===== config.mk =====
export PLATFORM = sky130hd
export DESIGN_NAME = word_stuff_encoder
export DESIGN_NICKNAME = d
export VERILOG_FILES = /design/src/rtl/word_stuff_encoder.sv
export SDC_FILE = /design/constraint.sdc
export NUM_CORES = 1
export LEC_CHECK = 0
export CORE_UTILIZATION = 58
export CTS_CLUSTER_DIAMETER = 200
export CTS_CLUSTER_SIZE = 14
export DETAILED_ROUTE_END_ITERATION = 12
export HOLD_SLACK_MARGIN = 0.02
export PLACE_DENSITY = 0.82
export REMOVE_ABC_BUFFERS = 1
export SYNTH_ARGS = -nofsm -noshare
export SYNTH_HDL_FRONTEND = slang
export SYNTH_SLANG_ARGS = --single-unit
export TNS_END_PERCENT = 1

===== constraint.sdc =====
create_clock -name clock -period 6 [get_ports clock]
set_clock_uncertainty 0.2 [all_clocks]
set_input_delay 0.9 -clock clock [delete_from_list [all_inputs] [get_ports clock]]
set_output_delay 0.9 -clock clock [all_outputs]
set_load 0.02 [all_outputs]

===== src/rtl/word_stuff_encoder.sv =====
// word_stuff_encoder: input FIFO followed by one registered output stage.
// A STUFF_WORD is inserted between data words A,B when A matches the lead
// pattern, B matches the follow pattern and B is not flagged half. The head
// word stays in the FIFO while the stuff word goes out, so valid/ready
// backpressure absorbs the extra cycle.
module word_stuff_encoder #(
    parameter int               WIDTH      = 7,
    parameter int               DEPTH      = 4,
    parameter logic [WIDTH-1:0] LEAD_MASK  = 7'h40,
    parameter logic [WIDTH-1:0] LEAD_VAL   = 7'h40,
    parameter logic [WIDTH-1:0] FOLL_MASK  = 7'h30,
    parameter logic [WIDTH-1:0] FOLL_VAL   = 7'h30,
    parameter logic [WIDTH-1:0] STUFF_WORD = 7'h00,
    parameter int               CNT_W      = 16
) (
    input  logic             clock,
    input  logic             trig,
    input  logic             stuff_en,
    input  logic [WIDTH-1:0] in_data,
    input  logic             in_half,
    input  logic             in_valid,
    output logic             in_ready,
    output logic [WIDTH-1:0] out_data,
    output logic             out_stuffed,
    output logic             out_valid,
    input  logic             out_ready,
    output logic [CNT_W-1:0] stuff_count
);

    localparam int          AW   = $clog2(DEPTH);
    localparam logic [AW:0] FULL = (AW+1)'(DEPTH);

    // FIFO entry layout: {half, data}
    logic [WIDTH:0]   mem_q [DEPTH];
    logic [AW-1:0]    wr_ptr_q, wr_ptr_d;
    logic [AW-1:0]    rd_ptr_q, rd_ptr_d;
    logic [AW:0]      fill_q, fill_d;

    logic             lead_q, lead_d;
    logic [WIDTH-1:0] data_q, data_d;
    logic             stuffed_q, stuffed_d;
    logic             valid_q, valid_d;
    logic [CNT_W-1:0] cnt_q, cnt_d;

    logic [WIDTH-1:0] head_data;
    logic             head_half;
    logic             push, pop, reg_free, examine, insert;

    // in_ready looks only at the fill level, so it never combinationally
    // depends on in_valid or out_ready.
    assign in_ready  = (fill_q != FULL);
    assign push      = in_valid & in_ready;
    assign head_data = mem_q[rd_ptr_q][WIDTH-1:0];
    assign head_half = mem_q[rd_ptr_q][WIDTH];
    assign reg_free  = ~valid_q | out_ready;
    assign examine   = reg_free & (fill_q != '0);
    // The stuff word is loaded instead of the head; the head is retried next
    // cycle with lead already cleared, so two stuffs in a row cannot happen.
    assign insert    = examine & stuff_en & lead_q & ~head_half &
                       ((head_data & FOLL_MASK) == FOLL_VAL);
    assign pop       = examine & ~insert;

    assign out_data    = data_q;
    assign out_stuffed = stuffed_q;
    assign out_valid   = valid_q;
    assign stuff_count = cnt_q;

    // Next-state: FIFO pointers/fill, output register, lead flag, counter.
    always_comb begin
        wr_ptr_d  = wr_ptr_q;
        rd_ptr_d  = rd_ptr_q;
        fill_d    = fill_q;
        lead_d    = lead_q;
        data_d    = data_q;
        stuffed_d = stuffed_q;
        valid_d   = valid_q;
        cnt_d     = cnt_q;

        if (push) wr_ptr_d = wr_ptr_q + AW'(1);
        if (pop)  rd_ptr_d = rd_ptr_q + AW'(1);

        if (push && !pop)      fill_d = fill_q + (AW+1)'(1);
        else if (!push && pop) fill_d = fill_q - (AW+1)'(1);

        // An empty FIFO only drops out_valid; lead survives idle gaps.
        if (reg_free) valid_d = examine;

        if (insert) begin
            data_d    = STUFF_WORD;
            stuffed_d = 1'b1;
            lead_d    = 1'b0;
            if (cnt_q != '1) cnt_d = cnt_q + CNT_W'(1);
        end else if (pop) begin
            data_d    = head_data;
            stuffed_d = 1'b0;
            lead_d    = ((head_data & LEAD_MASK) == LEAD_VAL);
        end
    end

    // State registers; trig discards everything buffered or pending.
    always_ff @(posedge clock) begin
        if (trig) begin
            wr_ptr_q  <= '0;
            rd_ptr_q  <= '0;
            fill_q    <= '0;
            lead_q    <= 1'b0;
            data_q    <= '0;
            stuffed_q <= 1'b0;
            valid_q   <= 1'b0;
            cnt_q     <= '0;
        end else begin
            wr_ptr_q  <= wr_ptr_d;
            rd_ptr_q  <= rd_ptr_d;
            fill_q    <= fill_d;
            lead_q    <= lead_d;
            data_q    <= data_d;
            stuffed_q <= stuffed_d;
            valid_q   <= valid_d;
            cnt_q     <= cnt_d;
        end
    end

    // FIFO storage write; contents need no reset since fill gates all reads.
    always_ff @(posedge clock) begin
        if (push && !trig) mem_q[wr_ptr_q] <= {in_half, in_data};
    end

endmodule

---- Word level (Yosys, flattened, before mapping) ----
Memories as Yosys holds them, arrays and structs flattened. A register that Yosys moved wholly into a read port is not among the register bits.
Index checks and enable logic that the tools add are counted.
word-level totals
  bits in registers ....................... 33
  latch bits .............................. 0
  bits in writable memories ............... 32
  ROM bits ................................ 0
  bits of input ports ..................... 13
  memories ................................ 1
memories
  memory  words  width  read ports  clocked after memory_dff  write ports  line  RTL
  mem_q   4      8      1           1                         1            34    logic [WIDTH:0] mem_q [DEPTH];
cells by class
  add/subtract/negate cells ............... 5
  multipliers ............................. 0
  divide/modulo/power cells ............... 0
  magnitude comparators ................... 0
  eq/ne operators ......................... 3
  shifts and indexed selects .............. 0
  multiplexer cells ....................... 8
  bitwise operators ....................... 11
  reduce and logical (&&, ||, !) cells .... 11
operators by type and width
  cell                                                                count
  16-bit by 1-bit adder with 16-bit output, second input constant     1
  16-bit inequality test, second input constant                       1
  1-bit AND                                                           7
  3-bit 2-to-1 mux                                                    2
  2-bit by 1-bit adder with 2-bit output, second input constant       2
  1-bit 2-to-1 mux                                                    4
  2-bit 2-to-1 mux                                                    2
  2-bit nonzero test                                                  2
  3-bit by 1-bit adder with 3-bit output, second input constant       1
  1-bit logical AND                                                   3
  1-bit zero test                                                     3
  3-bit inequality test, second input constant                        1
  1-bit inverter                                                      3
  3-bit nonzero test                                                  1
  3-bit by 1-bit subtractor with 3-bit output, second input constant  1
  2-bit == test, second input constant                                1
  2-bit AND reduction                                                 1
  2-bit OR reduction                                                  1
  1-bit OR                                                            1

---- Depth between registers and ports, before layout ----
Gate-level depths: netlist (run 1).
  word-level depth ........................ 12
  depth in mapped cells ................... 10
  mapped depth without buffers ............ 10

---- Worst setup path before layout (run 1) ----
No wires, ideal clock.
  path kind ............................... input port to flip-flop
  start point ............................. input port out_ready
  end point ............................... register fill_q[2]
  setup time .............................. 70 ps
  data arrival time ....................... 2,773 ps
  setup slack ............................. 2,957 ps
  stages on the path ...................... 10
  path buffers ............................ 1
  path through ............................ nand2b_1 and2_1 buf_1 o21ai_0 ha_1 inv_1 fa_1 xor2_1 or3_1 a21oi_1
between the ends
  cells in the longest elaborated chain, start to end .. 11
  elaborated cells between the ends (all ways) .. 13
  those cells by class .................... mux: 1; bitwise: 8; reduce/logical: 4
RTL lines
  element                                                 line  RTL
  start: declaration                                      26    input logic out_ready,
  1-bit OR (*)                                            55    assign reg_free = ~valid_q | out_ready;
  1-bit AND (*)                                           56    assign examine = reg_free & (fill_q != '0);
  1-bit AND (4 in series)                                 59    assign insert = examine & stuff_en & lead_q & ~head_half &
  1-bit inverter                                          61    assign pop = examine & ~insert;
  1-bit AND (*)                                           61
  1-bit zero test                                         82    if (push && !pop) fill_d = fill_q + (AW+1)'(1);
  1-bit logical AND                                       82
  3-bit 2-to-1 mux or 2-bit nonzero test (tied branches)  n/a
  end signal: assignment                                  114   fill_q <= fill_d;
  end: declaration                                        37    logic [AW:0] fill_q, fill_d;
Mark *: on every way between the ends. The rest lies on a longest branch, timed or not.
A chain may end at the register's enable or synchronous reset.

---- Final worst setup path (run 1) ----
Same ends and word-level chain as after synthesis.

==> summary.txt, run 1 <==
Drt
  – Initial DRC Count: 85
  – Average via count per standard cell: 5.63
  – Wirelength, routed: 5460 um
  – Wire length per cell after detailed routing: about 16 um
  – DR pass1 iterations: 4
  – DRT antenna net count: 0
  – Routed vias: 1944
  – Remaining DRCs: 0

Floorplanning
  – Chip Width: 72.5 um
  – CORE AREA: 4750 um^2
  – Floorplan die area: ~5300 um^2
  – Number of top-level design ports: 39
  – Row count: 25
  – Y dimension of the die: around 73 um
  – Effective utilization at floorplan: 60.7%

Global routing
  – Wire length of the first global-routing pass: just under 9000 um
  – Vias in the first global route: 1849
  – Global route total overflow: 0
  – Pin count of the biggest net entering global routing: 40
  – Initial antenna violation count: 0
  – Combined global-route utilization of all metal layers: 22.9%

Timing
  – Final count of negative-setup-slack endpoints: 0
  – Worst hold-check slack: 268 ps
  – Total Neg Setup Slack: 0 ps
  – Period utilisation layout: 55.1%
  – Max_slew headroom: between 60% and 70%
  – RSZ-0062 raised after global routing: no
  – Max-slew violation count: 0
  – Slew at the pin with the worst max-slew slack: 481 ps
  – Max Fclk: 303 MHz
  – Min setup slack post-route: 2690 ps
  – Number of failing hold endpoints at the final stage: 0
  – Min Tclk post-route: about 3300 ps

Setup path
  – Worst Path Class, Setup: input pin to flop
  – Signal arrival time at the worst endpoint: 3370 ps
  – Critical path launch point type: input pin
  – Crit-path cells: clkdlybuf4s50_1 > nand2b_1 > nand4b_2 > o21ai_0 > ha_1 > inv_1 > fa_1 > xor2_1 > or3_1 > a21oi_1
  – Slowest CP cell: sky130_fd_sc_hd__clkdlybuf4s50_1
  – Peak per-stage delay on the critical path: ~440 ps
  – Critical-path maximum fanout: 5
  – Crit. Startpoint: out_ready
  – Capturing element type of the critical path: flop
  – Required time worst endpoint: just over 6000 ps

Pwr
  – Leakage component of the power: ~1.2 nW
  – Power share of the combinational group: between 20% and 30%
  – Power dissipated by switching net loads: 0.367 mW
  – Part of the power in the clock network: 31.5%
  – Peak supply drop: roughly 250 uV
  – Sw frac: 29.0%
  – Sequential share of power: 44.9%
  – Overall Power: 1.27 mW
  – Cell-internal power: between 0.8 and 0.9 mW
  – Total power density per cell area: 360 nW/um^2

Final layout
  – # fillers: 336
  – Share of final-layout standard cells stronger than drive strength 1: 10.1%
  – Leading cell type in the layout, fill and taps excluded: sky130_fd_sc_hd__clkdlybuf4s50_1
  – Count of antenna diodes in the layout: 0
  – Final cell count without fillers: 345
  – Most used cells in the layout excluding fill and tap cells: sky130_fd_sc_hd__clkdlybuf4s50_1, sky130_fd_sc_hd__dfxtp_1, sky130_fd_sc_hd__edfxtp_1
  – Layout area overhead: 21.8%
  – Number of nets in the finished design: 293

Yosys
  – Seq/Total Area, Yosys: 56.9%
  – Number of warning messages in the yosys log: 0
  – Share of Yosys cell area claimed by the top area cell type: 33.3%
  – Post-synthesis instance total: 233
  – Share of flip-flops with an asynchronous set or reset: 0%
  – Yosys top cell by area: sky130_fd_sc_hd__edfxtp_1
  – Flops & latches, synth: 66
  – Cell area after synthesis: 2890 um^2
  – Mean cell area of the mapped netlist: 12.4 um^2
  – Unique cell type count in the Yosys netlist: 46
  – Top flip-flop cell by instance count after synthesis: sky130_fd_sc_hd__dfxtp_1
  – Cell types occupying the most area after synthesis: sky130_fd_sc_hd__edfxtp_1, sky130_fd_sc_hd__dfxtp_1, sky130_fd_sc_hd__mux4_1
  – Count of flip-flops with a built-in enable after synthesis: 32

Clock tree
  – TritonCTS clock tree: yes
  – Worst skew pair latency: ~340 ps
  – Count of instances resized after the clock tree is built: 0
  – Clock Sinks: 66
  – Maximum level of the CTS H-tree: 3
  – Count of hold-fix buffers inserted at cts: 0
  – Number of buffers created by CTS: 9
  – Reg clk slew, reported paths: 70 ps
  – Post-CTS setup-driven buffer insertion count: 0
  – Clock Path Buffers: 2
  – Root Buffer Master: sky130_fd_sc_hd__clkbuf_8

Placed design
  – Worst slack after detailed placement: ~2400 ps
  – Final weighted congestion in routability-driven placement: 0.727
  – Number of cells after detailed placement: 329
  – Port Buffer Count: 38
  – Half-perimeter wire length of the detailed placement result: ~3700 um

Flow run
  – Max Cap Violations: 0

Outcome
  – Outcome: finished, final reports clean

Worst hold path
  – Launch instance of the worst min-delay path: out_data[0]
  – HP Class: flop to flop
[metrics by stage]
stage               utilization [%]  area (um^2)
finish                         74.0         3520
global route                   74.0         3520
CTS                            74.0         3520
detailed placement             69.6         3310
global placement               69.6         3310
floorplan                         -         2820
[logic make-up after synthesis]
| logic type | Yosys count | share of synthesized area, % |
|---|---|---|
| compound gates | 31 | 6.11 |
| mux | 17 | 10.4 |
| fa+ha+maj | 7 | 3.29 |
| xor+xnor | 6 | 1.82 |
| buf+inv | 16 | 2.86 |
| flops | 66 | 56.9 |
| simple gates | 90 | 18.6 |
[power by group through the flow]
stage / Sequential [mW] / Combinational, mW / Clock (mW)
floorplan: 0.590 / 0.181 / 0
global placement: 0.576 / 0.288 / 0
detailed placement: 0.579 / 0.295 / 0
CTS: 0.570 / 0.298 / 0.401
global route: 0.576 / 0.327 / 0.418
finish: 0.569 / 0.298 / 0.399
[registers in the layout (all words and copies together), names as in the netlist, named ones only]
signal / count
mem_q: 32
stuff_count: 16
out_stuffed: 1
out_data: 6
wr_ptr_q: 2
fill_q: 3
lead_q: 1
out_valid: 1
rd_ptr_q: 2
[synth_stat cells, types with 3 or more instances]
cell / n
sky130_fd_sc_hd__nor3_1: 5
sky130_fd_sc_hd__ha_1: 6
sky130_fd_sc_hd__or3_1: 5
sky130_fd_sc_hd__xnor2_1: 3
sky130_fd_sc_hd__or4_1: 3
sky130_fd_sc_hd__o21ai_0: 6
sky130_fd_sc_hd__nand3_1: 10
sky130_fd_sc_hd__dfxtp_1: 34
sky130_fd_sc_hd__clkbuf_1: 3
sky130_fd_sc_hd__nand2_1: 18
sky130_fd_sc_hd__nand2b_1: 3
sky130_fd_sc_hd__and2_1: 5
sky130_fd_sc_hd__and3_1: 3
sky130_fd_sc_hd__nor2b_1: 4
sky130_fd_sc_hd__edfxtp_1: 32
sky130_fd_sc_hd__mux2i_1: 5
sky130_fd_sc_hd__xor2_1: 3
sky130_fd_sc_hd__a21oi_1: 18
sky130_fd_sc_hd__nor2_1: 16
sky130_fd_sc_hd__o31ai_1: 4
sky130_fd_sc_hd__mux2_1: 3
sky130_fd_sc_hd__nand4_1: 4
sky130_fd_sc_hd__mux4_1: 7
sky130_fd_sc_hd__inv_1: 5
[worst max-delay path, delay by kind of cell]
family	cells	cell delay, ps
buffers and inverters	2	500
xor gates and xnor gates	1	160
AOI/OAI and AO/OA	2	480
adders and majority gates	2	630
and+or+nand+nor	3	690
[metal layers]
layer / part of all wire [%] / GRT usage [%] / routed length, um / vias to the layer above
met5: 0 / 0 / 0 / -
met2: 52 / 40.4 / 2860 / 59
met4: 0.73 / 7.19 / 40 / 0
li1: - / - / - / 951
met1: 43 / 27.5 / 2320 / 927
met3: 4.4 / 5.83 / 238 / 7
[final cells by class]
type                       instances  area [um^2]  area share [%]
tap                               67         83.8            2.38
clock buffer                      10          128            3.63
inverter                           5         18.8           0.534
clock inverter                     6         81.3            2.31
multi-input combinational        151         1170            33.2
sequential                        66         1640            46.7
timing repair buffer              40          395            11.2
[worst paths after layout]
check	slack, ps	to	depth (start not counted)
max	2690	fill_q[2]	10
max reg2reg	2800	fill_q[2]	9
min	270	out_data[0]	2
min reg2reg	270	out_data[0]	2
Power figures use the tool's default switching activity.
==> run 2, diff against run 1 <==
--- a/config.mk
+++ b/config.mk
@@ -5,12 +5,12 @@
 export SDC_FILE = /design/constraint.sdc
 export NUM_CORES = 1
 export LEC_CHECK = 0
-export CORE_UTILIZATION = 58
+export CORE_UTILIZATION = 54
 export CTS_CLUSTER_DIAMETER = 200
 export CTS_CLUSTER_SIZE = 14
 export DETAILED_ROUTE_END_ITERATION = 12
 export HOLD_SLACK_MARGIN = 0.02
-export PLACE_DENSITY = 0.82
+export PLACE_DENSITY = 0.77
 export REMOVE_ABC_BUFFERS = 1
 export SYNTH_ARGS = -nofsm -noshare
 export SYNTH_HDL_FRONTEND = slang
==> constraint.sdc (replaced) <==
create_clock -name clock -period 3.4 [get_ports clock]
set_clock_uncertainty 0.2 [all_clocks]
set_input_delay 0.51 -clock clock [delete_from_list [all_inputs] [get_ports clock]]
set_output_delay 0.51 -clock clock [all_outputs]
set_load 0.02 [all_outputs]
==> run 2 against run 1 <==
Against the previous run: hold slack worse by 14 ps; via count rose by 0.82%; critical path depth unchanged; first-iteration DRC count up 2.4%; die area rose by 7.2%; global-route usage fell by 1.6 points; final cell count rose by 1.7%; combinational power up 90%; cell area is 0.78% higher; non-clock buffer count rose by 3; register-to-register slack got worse by 2300 ps; clock power up 74%; critical path type is now flop to flop; critical endpoint unchanged; highest routed layer unchanged.
==> summary.txt, run 2 (synthesis results as in run 1) <==
Outcome
  – Outcome: finished, final reports clean

Placed design
  – Half-perimeter wire length of the detailed placement result: 3580 um (-2.5%)
  – Final weighted congestion in routability-driven placement: 0.730 (+0.54%)
  – Worst slack after detailed placement: 333 ps (-2030 ps)
  – Port Buffer Count: 38 (unchanged)

Pwr
  – Leakage component of the power: 1.22 nW (+0.67%)
  – Peak supply drop: 417 uV (+66%)
  – Total power density per cell area: 635 nW/um^2 (+76%)

Setup path
  – Critical path launch point type: flop
  – Critical-path maximum fanout: 7 (+2)
  – Crit-path cells: buf_4 > mux4_1 > nand4b_2 > o21ai_0 > ha_1 > inv_1 > fa_1 > xor2_1 > or3_1 > a21oi_1
  – Critical R2R Capture: fill_q[2]
  – Slack of the worst reg-to-reg path: 530 ps (-2270 ps)
  – Cell type group with the largest total delay on the critical path: adder cells
  – Required time worst endpoint: 3470 ps (-2600 ps)
  – Signal arrival time at the worst endpoint: 2940 ps (-430 ps)
  – Capturing element type of the critical path: flop
  – Worst Path Class, Setup: flop to flop
  – Peak per-stage delay on the critical path: 410 ps (-30 ps)
  – Slowest CP cell: sky130_fd_sc_hd__mux4_1
  – Path depth of the worst reg2reg path: 10 (+1)
  – WP buf/inv: 2 (unchanged)

Timing
  – Total Neg Setup Slack: 0 ps (unchanged)
  – Slew at the pin with the worst max-slew slack: 499 ps (+17.7 ps)
  – Min setup slack post-route: 529 ps (-2170 ps)
  – Final count of negative-setup-slack endpoints: 0 (unchanged)
  – Period utilisation layout: between 80% and 90%
  – Number of failing hold endpoints at the final stage: 0 (unchanged)
  – Max Fclk: 348 MHz
  – Max_slew headroom: 66.6% (-1.2 points)
  – RSZ-0062 raised after global routing: no
  – Min Tclk post-route: 2870 ps
  – Max-slew violation count: 0 (unchanged)
  – Worst hold-check slack: 255 ps (-13.7 ps)

Drt
  – Initial DRC Count: 87 (+2.4%)
  – DR pass1 iterations: 4 (unchanged)
  – DRT antenna net count: 0 (unchanged)
  – Remaining DRCs: 0 (unchanged)
  – Wirelength, routed: 5210 um (-4.6%)
  – Wire length per cell after detailed routing: 14.9 um (-6.2%)
  – Routed vias: 1960 (+0.82%)
  – Average via count per standard cell: 5.58 (-0.90%)

Global routing
  – Global route total overflow: 0 (unchanged)
  – Combined global-route utilization of all metal layers: 21.3% (-1.6 points)
  – Pin count of the biggest net entering global routing: 39 (-2.5%)
  – Wire length of the first global-routing pass: 8550 um (-3.7%)
  – Initial antenna violation count: 0 (unchanged)
  – Vias in the first global route: 1894 (+2.4%)

Clock tree
  – Count of hold-fix buffers inserted at cts: 0 (unchanged)
  – Count of instances resized after the clock tree is built: 0 (unchanged)
  – TritonCTS clock tree: yes
  – Clock Sinks: 66 (unchanged)
  – Clock Path Buffers: 2 (unchanged)
  – Maximum level of the CTS H-tree: 3 (unchanged)
  – Worst skew pair latency: 340 ps (about the same)
  – Number of buffers created by CTS: 9 (unchanged)
  – Reg clk slew, reported paths: 70 ps (about the same)
  – Root Buffer Master: sky130_fd_sc_hd__clkbuf_8
  – Post-CTS setup-driven buffer insertion count: 0 (unchanged)

Final layout
  – Number of nets in the finished design: 296 (+1.0%)
  – Register with the most flip-flops: mem_q
  – Share of final-layout standard cells stronger than drive strength 1: 10.7% (+0.60 points)
  – Most used cells in the layout excluding fill and tap cells: sky130_fd_sc_hd__clkdlybuf4s50_1, sky130_fd_sc_hd__dfxtp_1, sky130_fd_sc_hd__edfxtp_1
  – Flip-flop count of the largest register after layout: 32 (unchanged)
  – Leading cell type in the layout, fill and taps excluded: sky130_fd_sc_hd__clkdlybuf4s50_1
  – Layout area overhead: 22.8%
  – Count of antenna diodes in the layout: 0 (unchanged)

Floorplanning
  – Floorplan die area: 5640 um^2 (+7.2%)
  – Y dimension of the die: 75.1 um (+3.5%)
  – Effective utilization at floorplan: 56.2% (-4.6 points)
  – Number of top-level design ports: 39 (unchanged)
  – Chip Width: 75.1 um (+3.5%)
  – Row count: 26 (+4.0%)
  – CORE AREA: 5140 um^2 (+8.1%)

Worst hold path
  – HP Class: flop to flop
  – Launch instance of the worst min-delay path: out_data[2]
  – Worst Hold Endpoint: out_data[2]
  – Number of instances on the worst hold path: 2 (unchanged)

Flow run
  – Max Cap Violations: 0 (unchanged)
run 2: metrics by stage:
step | total power, mW | std cells | instance area (um^2) | util, %
after floorplan | 1.36 | 222 | 2820 | -
after global placement | 1.56 | 335 | 3330 | 64.9
after detailed placement | 1.57 | 335 | 3330 | 64.9
after CTS | 2.26 | 351 | 3540 | 69.0
after global routing | 2.36 | 351 | 3540 | 69.0
final | 2.25 | 351 | 3540 | 69.0
run 2: how the worst max path moves through the flow:
| stage | endpoint | cells after the start |
|---|---|---|
| 2_1_floorplan | stuff_count[10] | 5 |
| 3_3_place_gp | fill_q[2] | 10 |
| 3_5_place_dp | fill_q[2] | 10 |
| 4_1_cts | fill_q[2] | 9 |
| 5_1_grt | fill_q[2] | 9 |
| 6_report | fill_q[2] | 10 |
run 2: area by class of cell:
type / count / area, um^2
repair buffers: 43 / 418
clock inverters: 6 / 82.6
well taps: 70 / 87.6
clock buffers: 10 / 128
multi-input cells: 151 / 1170
inverters: 5 / 18.8
flip-flops and latches: 66 / 1640
fillers: 398 / 1600
run 2: report_power, final:
part / total (mW) / internal, mW / switching [mW] / leakage [nW]
sequential: 0.989 / 0.924 / 0.0656 / 0.568
combinational: 0.565 / 0.272 / 0.293 / 0.556
clock: 0.695 / 0.408 / 0.287 / 0.0976
run 2: layer usage:
layer / track usage, % / share of wire (%)
met1: 25.3 / 44
met5: 0 / 0
met3: 3.61 / 3.4
met2: 36.4 / 50
met4: 13.0 / 2.5
run 2: worst min-delay path, stage by stage, from the launching register on:
cell and delay, ps:
sky130_fd_sc_hd__dfxtp_1 310, sky130_fd_sc_hd__nand2_1 50, sky130_fd_sc_hd__a21oi_1 50
